`src/rtl/wh_noc_pkg.sv`:
```
// Shared types for the wormhole NoC router: flit type encoding and allocator FSM states.
package wh_noc_pkg;

   localparam int FLIT_TYPE_BITS = 2;

   typedef enum logic [FLIT_TYPE_BITS-1:0] {
      FLIT_BODY   = 2'b00,
      FLIT_HEAD   = 2'b01,
      FLIT_TAIL   = 2'b10,
      FLIT_SINGLE = 2'b11
   } flit_type_e;

   typedef enum logic {
      ALLOC_IDLE   = 1'b0,
      ALLOC_LOCKED = 1'b1
   } alloc_state_e;

   // Callers pass the top FLIT_TYPE_BITS of the flit; flit width is set per instance.
   function automatic flit_type_e get_flit_type(input logic [FLIT_TYPE_BITS-1:0] type_bits);
      return flit_type_e'(type_bits);
   endfunction

endpackage

```
`src/rtl/rr_arbiter.sv`:
```
// Combinational round-robin arbiter: first request at or after ptr (wrapping) wins.
// Shared by the output allocator and the VC allocator.
module rr_arbiter #(
   parameter int N = 5,
   localparam int IW = (N > 1) ? $clog2(N) : 1
) (
   input  logic [N-1:0]  req,
   input  logic [IW-1:0] ptr,
   output logic [N-1:0]  grant,
   output logic [IW-1:0] grant_idx,
   output logic          grant_valid
);

   localparam logic [IW:0] N_W = (IW+1)'(N);

   logic [IW:0] cand;

   // Scan offsets high to low so the smallest offset from ptr is the one left standing.
   always_comb begin
      grant       = '0;
      grant_idx   = '0;
      grant_valid = 1'b0;
      cand        = '0;
      for (int off = N - 1; off >= 0; off--) begin
         cand = {1'b0, ptr} + (IW+1)'(off);
         if (cand >= N_W) begin
            cand = cand - N_W;
         end
         if (req[cand[IW-1:0]]) begin
            grant                 = '0;
            grant[cand[IW-1:0]]   = 1'b1;
            grant_idx             = cand[IW-1:0];
            grant_valid           = 1'b1;
         end
      end
   end

endmodule

```
`src/rtl/wormhole_output_allocator.sv`:
```
// Per-output wormhole switch allocator: round-robin pick of a head flit, lock until tail.
// Optional stall watchdog enabled by defining WH_ALLOC_WATCHDOG_EN.
module wormhole_output_allocator
   import wh_noc_pkg::*;
#(
   parameter int NUM_REQ        = 5,
   parameter int FLIT_WIDTH     = 32,
   parameter int TIMEOUT_CYCLES = 64
) (
   input  logic                          clk,
   input  logic                          rst,
   input  logic [NUM_REQ-1:0]            req_in,
   input  logic [NUM_REQ*FLIT_WIDTH-1:0] flit_in,
   input  logic [NUM_REQ-1:0]            valid_in,
   output logic [NUM_REQ-1:0]            ready_out,
   output logic [FLIT_WIDTH-1:0]         flit_out,
   output logic                          valid_out,
   input  logic                          ready_in,
   output logic [NUM_REQ-1:0]            grant_out,
   output logic                          stall_err
);

   localparam int IDX_W = (NUM_REQ > 1) ? $clog2(NUM_REQ) : 1;
   localparam logic [IDX_W-1:0] LAST_IDX = IDX_W'(NUM_REQ - 1);

   if (TIMEOUT_CYCLES < 2) begin : g_bad_timeout
      $error("TIMEOUT_CYCLES must be at least 2");
   end

   alloc_state_e     state_reg, state_next;
   logic [IDX_W-1:0] owner_reg, owner_next;
   logic [NUM_REQ-1:0] owner_oh_reg, owner_oh_next;
   logic [IDX_W-1:0] ptr_reg, ptr_next;

   logic [FLIT_WIDTH-1:0] flit_arr [NUM_REQ];
   logic [NUM_REQ-1:0]    eligible;
   logic [NUM_REQ-1:0]    arb_grant;
   logic [IDX_W-1:0]      arb_idx;
   logic                  arb_valid;
   logic                  locked, active, xfer, owner_last, wd_fire;
   flit_type_e            owner_type;

   generate
      for (genvar gi = 0; gi < NUM_REQ; gi++) begin : g_port
         flit_type_e head_type;
         assign flit_arr[gi]  = flit_in[gi*FLIT_WIDTH +: FLIT_WIDTH];
         assign head_type     = get_flit_type(flit_arr[gi][FLIT_WIDTH-1 -: FLIT_TYPE_BITS]);
         assign eligible[gi]  = req_in[gi] & valid_in[gi] &
                                ((head_type == FLIT_HEAD) || (head_type == FLIT_SINGLE));
         assign ready_out[gi] = active & owner_oh_reg[gi] & ready_in;
      end
   endgenerate

   rr_arbiter #(.N(NUM_REQ)) u_arb (
      .req         (eligible),
      .ptr         (ptr_reg),
      .grant       (arb_grant),
      .grant_idx   (arb_idx),
      .grant_valid (arb_valid)
   );

   // Outputs are gated during reset so a mid-packet reset never moves a flit.
   assign locked     = (state_reg == ALLOC_LOCKED);
   assign active     = locked & ~rst;
   assign flit_out   = flit_arr[owner_reg];
   assign valid_out  = active & valid_in[owner_reg];
   assign xfer       = valid_out & ready_in;
   assign owner_type = get_flit_type(flit_out[FLIT_WIDTH-1 -: FLIT_TYPE_BITS]);
   assign owner_last = (owner_type == FLIT_TAIL) || (owner_type == FLIT_SINGLE);
   assign grant_out  = owner_oh_reg;
   assign stall_err  = wd_fire;

`ifdef WH_ALLOC_WATCHDOG_EN
   localparam int WD_W = $clog2(TIMEOUT_CYCLES);
   localparam logic [WD_W-1:0] WD_LIMIT = WD_W'(TIMEOUT_CYCLES - 1);

   logic [WD_W-1:0] wd_cnt_reg, wd_cnt_next;

   assign wd_fire = active & ~xfer & (wd_cnt_reg == WD_LIMIT);

   always_comb begin
      wd_cnt_next = wd_cnt_reg + WD_W'(1);
      if (!locked || xfer || wd_fire) begin
         wd_cnt_next = '0;
      end
   end

   always_ff @(posedge clk) begin
      if (rst) begin
         wd_cnt_reg <= '0;
      end else begin
         wd_cnt_reg <= wd_cnt_next;
      end
   end
`else
   assign wd_fire = 1'b0;
`endif

   always_comb begin
      state_next    = state_reg;
      owner_next    = owner_reg;
      owner_oh_next = owner_oh_reg;
      ptr_next      = ptr_reg;
      case (state_reg)
         ALLOC_IDLE: begin
            if (arb_valid) begin
               state_next    = ALLOC_LOCKED;
               owner_next    = arb_idx;
               owner_oh_next = arb_grant;
            end
         end
         ALLOC_LOCKED: begin
            // Bubbles and backpressure hold the lock; only a tail or the watchdog frees it.
            if ((xfer && owner_last) || wd_fire) begin
               state_next    = ALLOC_IDLE;
               owner_oh_next = '0;
               ptr_next      = (owner_reg == LAST_IDX) ? '0 : owner_reg + IDX_W'(1);
            end
         end
         default: begin
            state_next    = ALLOC_IDLE;
            owner_oh_next = '0;
         end
      endcase
   end

   always_ff @(posedge clk) begin
      if (rst) begin
         state_reg    <= ALLOC_IDLE;
         owner_reg    <= '0;
         owner_oh_reg <= '0;
         ptr_reg      <= '0;
      end else begin
         state_reg    <= state_next;
         owner_reg    <= owner_next;
         owner_oh_reg <= owner_oh_next;
         ptr_reg      <= ptr_next;
      end
   end

endmodule

```
`config.mk`:
```
export PLATFORM = sky130hd
export DESIGN_NAME = wormhole_output_allocator
export DESIGN_NICKNAME = d
export VERILOG_FILES = /design/src/rtl/wh_noc_pkg.sv /design/src/rtl/rr_arbiter.sv /design/src/rtl/wormhole_output_allocator.sv
export SDC_FILE = /design/constraint.sdc
export NUM_CORES = 1
export LEC_CHECK = 0
export BUFFER_PORTS_ARGS = -buffer_cell sky130_fd_sc_hd__buf_4
export CAP_MARGIN = 20
export CORE_MARGIN = 3
export CORE_UTILIZATION = 40
export DETAILED_ROUTE_END_ITERATION = 12
export HOLD_SLACK_MARGIN = 0.03
export MAX_ROUTING_LAYER = met4
export PLACE_DENSITY = 0.91
export SLEW_MARGIN = 20
export SYNTH_ARGS = -nofsm -noshare
export SYNTH_HDL_FRONTEND = slang
export SYNTH_SLANG_ARGS = --single-unit
```
`constraint.sdc`:
```
create_clock -name clk -period 3.6 [get_ports clk]
set_input_delay 0.36 -clock clk [delete_from_list [all_inputs] [get_ports clk]]
set_output_delay 0.36 -clock clk [all_outputs]
set_load 0.01 [all_outputs]
```
==> impl_metrics.ini <==
[outcome]
status = finished, final reports clean

[worst_hold_path]
min_path_type = primary input to register
min-delay-start = rst
hold_end = ptr_reg[1]
whs_path_depth = 2

[logic_synthesis]
ys_seq_elements = 12
ys_seq_area_frac = 0.07264
synth_cell_types = 73
ys.flop_type = dfxtp_1
synth_edf_count = 0
synth_cells = 460
avgSynthCellArea_sq_um = 7.189
synth_area_sq_mm = 0.003307
synth.yosys.warnings = 0
async_reset_ff_frac = 0
synthesis.nets = 645

[clocking]
ctsRootBufferMaster = clkbuf_8
clkTransAtPathRegs_ns = 0.07
clock_latency_ns = 0.26
cts.htree.levels = 1
cts_buffer_depth = 2
numCtsBuffers = 3
ctsHoldBuffers = 0
numClockSinks = 12
cts_setup_buffers = 0
cts_resized = 0
tritoncts = yes

[global_route]
grt_max_degree = 31
grt_pass1_vias = 4540
grtUsageTotal = 0.3059
antenna_found_initial = 0
overflow = 0
grt_first_pass_wirelength_microns = 22900

[worst_setup_path]
worstSetupStartpointType = register
crit_fanout = 8
end_kind = register
rr_worst_depth = 11
worst-setup-path-type = register to register
critPathRequiredTime_ns = 3.74
ff2ff_setup_slack_ns = 0.30
reg2reg_to = grant_out[3]
r2r_start = ptr_reg[0]
crit_arrival_ns = 3.44

[final_layout]
antenna_cells = 0
fillCellCount = 670
fin_cells = 766
layout_commonest_cell = buf_4
mostFrequentLayoutCells = buf_4 (238), mux2i_1 (65), nor2_1 (54)
largest_register_ffs = 5
final_net_count = 850
layout-drive-gt1-share = 0.3976
syn_to_final_growth_pct = 54.14

[floorplanning]
ios = 217
start_util = 0.4193
die_h_microns = 96.93
die_area_sq_mm = 0.009394
rows = 32
fp.dieW_microns = 96.93
core_area_sq_mm = 0.007888

[routing]
num_vias = 4651
drt_wl_total_microns = 14930
drt-initial-drc-count = 484
wl_per_cell_microns = 19.49
postRouteAntennaNets = 0
vias_per_cell = 6.072
route.detailed.drc = 0
drt_first_pass_iters = 5

[timing]
slew_headroom = 0.6099
maxSlewViolCount = 0
fin_crit_ns = 3.300
tightestPinTransition_ns = 0.5839
fmax_ghz = 0.3030
setup_violations = 0
clock_skew_ns = 0.009012
period_share = 0.9167
hold_viol = 0
rsz0062_at_grt = no
setup_tns_ns = 0

[pwr]
peakVddDrop_mv = 0.2341
p_per_area_mw_per_mm2 = 365.7
power_leakage_nw = 2.248

[placement]
gp_congestion = 1.063
placed_cells = 762
post-dp-hpwl_microns = 12420
port_buffers = 215

[run]
cap_violations = 0
## power by group
part,leakage (nW),total (mW),switching [mW],internal (mW)
Clock,0.0288,0.159,0.0618,0.0972
Sequential,0.0991,0.213,0.0553,0.158
Combinational,2.12,1.49,0.774,0.718
Total,2.25,1.86,0.891,0.973
## worst max-delay path, stage by stage, from the launching register on
cell and delay [ns]:
dfxtp_1 0.32, inv_2 0.15, ha_1 0.19, inv_1 0.08, fa_1 0.38, or3_4 0.39, and2_1 0.25, o211a_1 0.27
or3_1 0.53, a41oi_4 0.27, nor3_2 0.11, a32o_1 0.23
## metal layers
layer | track usage | wire [microns] | share of wire
met3 | 0.02235 | 1149 | 0.077
met5 | - | 0 | 0
met1 | 0.3567 | 5706 | 0.38
met4 | 0.1134 | 631 | 0.042
met2 | 0.5472 | 7442 | 0.50
## worst max path at each step
stage | from | endpoint | slack [ns]
6_report | ptr_reg[0] | grant_out[3] | 0.30
2_1_floorplan | ptr_reg[0] | grant_out[4] | 0.25
5_1_grt | ptr_reg[1] | owner_reg[0] | 0.13
3_5_place_dp | ptr_reg[0] | grant_out[3] | 0.34
3_3_place_gp | ptr_reg[0] | grant_out[0] | 0.46
4_1_cts | ptr_reg[0] | grant_out[3] | 0.34
## stage by stage
stage          area [sq um]  total power, mW  hold slack [ns]  utilization  worst slack, ns
2_1_floorplan          3307            1.048           0.5077            -           0.2483
3_3_place_gp           5042            1.662           0.4762       0.6393           0.4625
3_5_place_dp           5042            1.691           0.4849       0.6393           0.3431
4_1_cts                5097            1.850           0.3773       0.6463           0.3359
5_1_grt                5097            1.978           0.3914       0.6463           0.1267
6_report               5097            1.864           0.3795       0.6463           0.3000
## cell usage after synthesis, types with 3 or more instances
master      n  area (sq um)
nor2b_1     5         31.28
xnor2_1     4         35.03
a211oi_1    5         37.54
nand4_1     5         31.28
mux2i_1    65         650.6
nor2_1     55         206.5
and2_1      9         56.30
o22ai_1    35         219.0
buf_2       8         40.04
inv_1      13         48.80
nand3_1    22         110.1
a31oi_1     4         25.02
nand2b_1    5         31.28
nor3_1     12         60.06
o21ai_1     3         15.01
dfxtp_1    12         240.2
or4_1       5         37.54
o21ai_0     9         45.04
buf_4       3         22.52
o31ai_1     3         22.52
a2bb2oi_1   3         26.28
nand2_1    15         56.30
a22oi_1     3         22.52
buf_1       8         30.03
and3_1      5         31.28
a32o_1      3         30.03
or3_1       3         18.77
a21oi_1    43         215.2
clkbuf_1   16         60.06
a311oi_1    6         52.55
ha_1       11         137.6
buf_6       3         33.78
a211o_1     3         26.28
## final cells by class
| type | instances | area (sq um) | area share |
|---|---|---|---|
| multi-input combinational | 396 | 2830 | 0.5552 |
| timing repair buffer | 238 | 1787 | 0.3505 |
| sequential | 12 | 245.2 | 0.04811 |
| tap | 102 | 127.6 | 0.02504 |
| clock buffer | 4 | 55.05 | 0.01080 |
| inverter | 14 | 52.55 | 0.01031 |
## cell families after synthesis
family | count (synthesis) | share of synthesized area
adders and majority gates | 12 | 0.04767
other | 1 | 0.001134
muxes | 67 | 0.2104
and+or+nand+nor | 157 | 0.2433
AOI/OAI and AO/OA | 154 | 0.3394
xor gates and xnor gates | 5 | 0.01324
DFF | 12 | 0.07264
buffers and inverters | 52 | 0.07227
(Power assumes the default switching activity.)
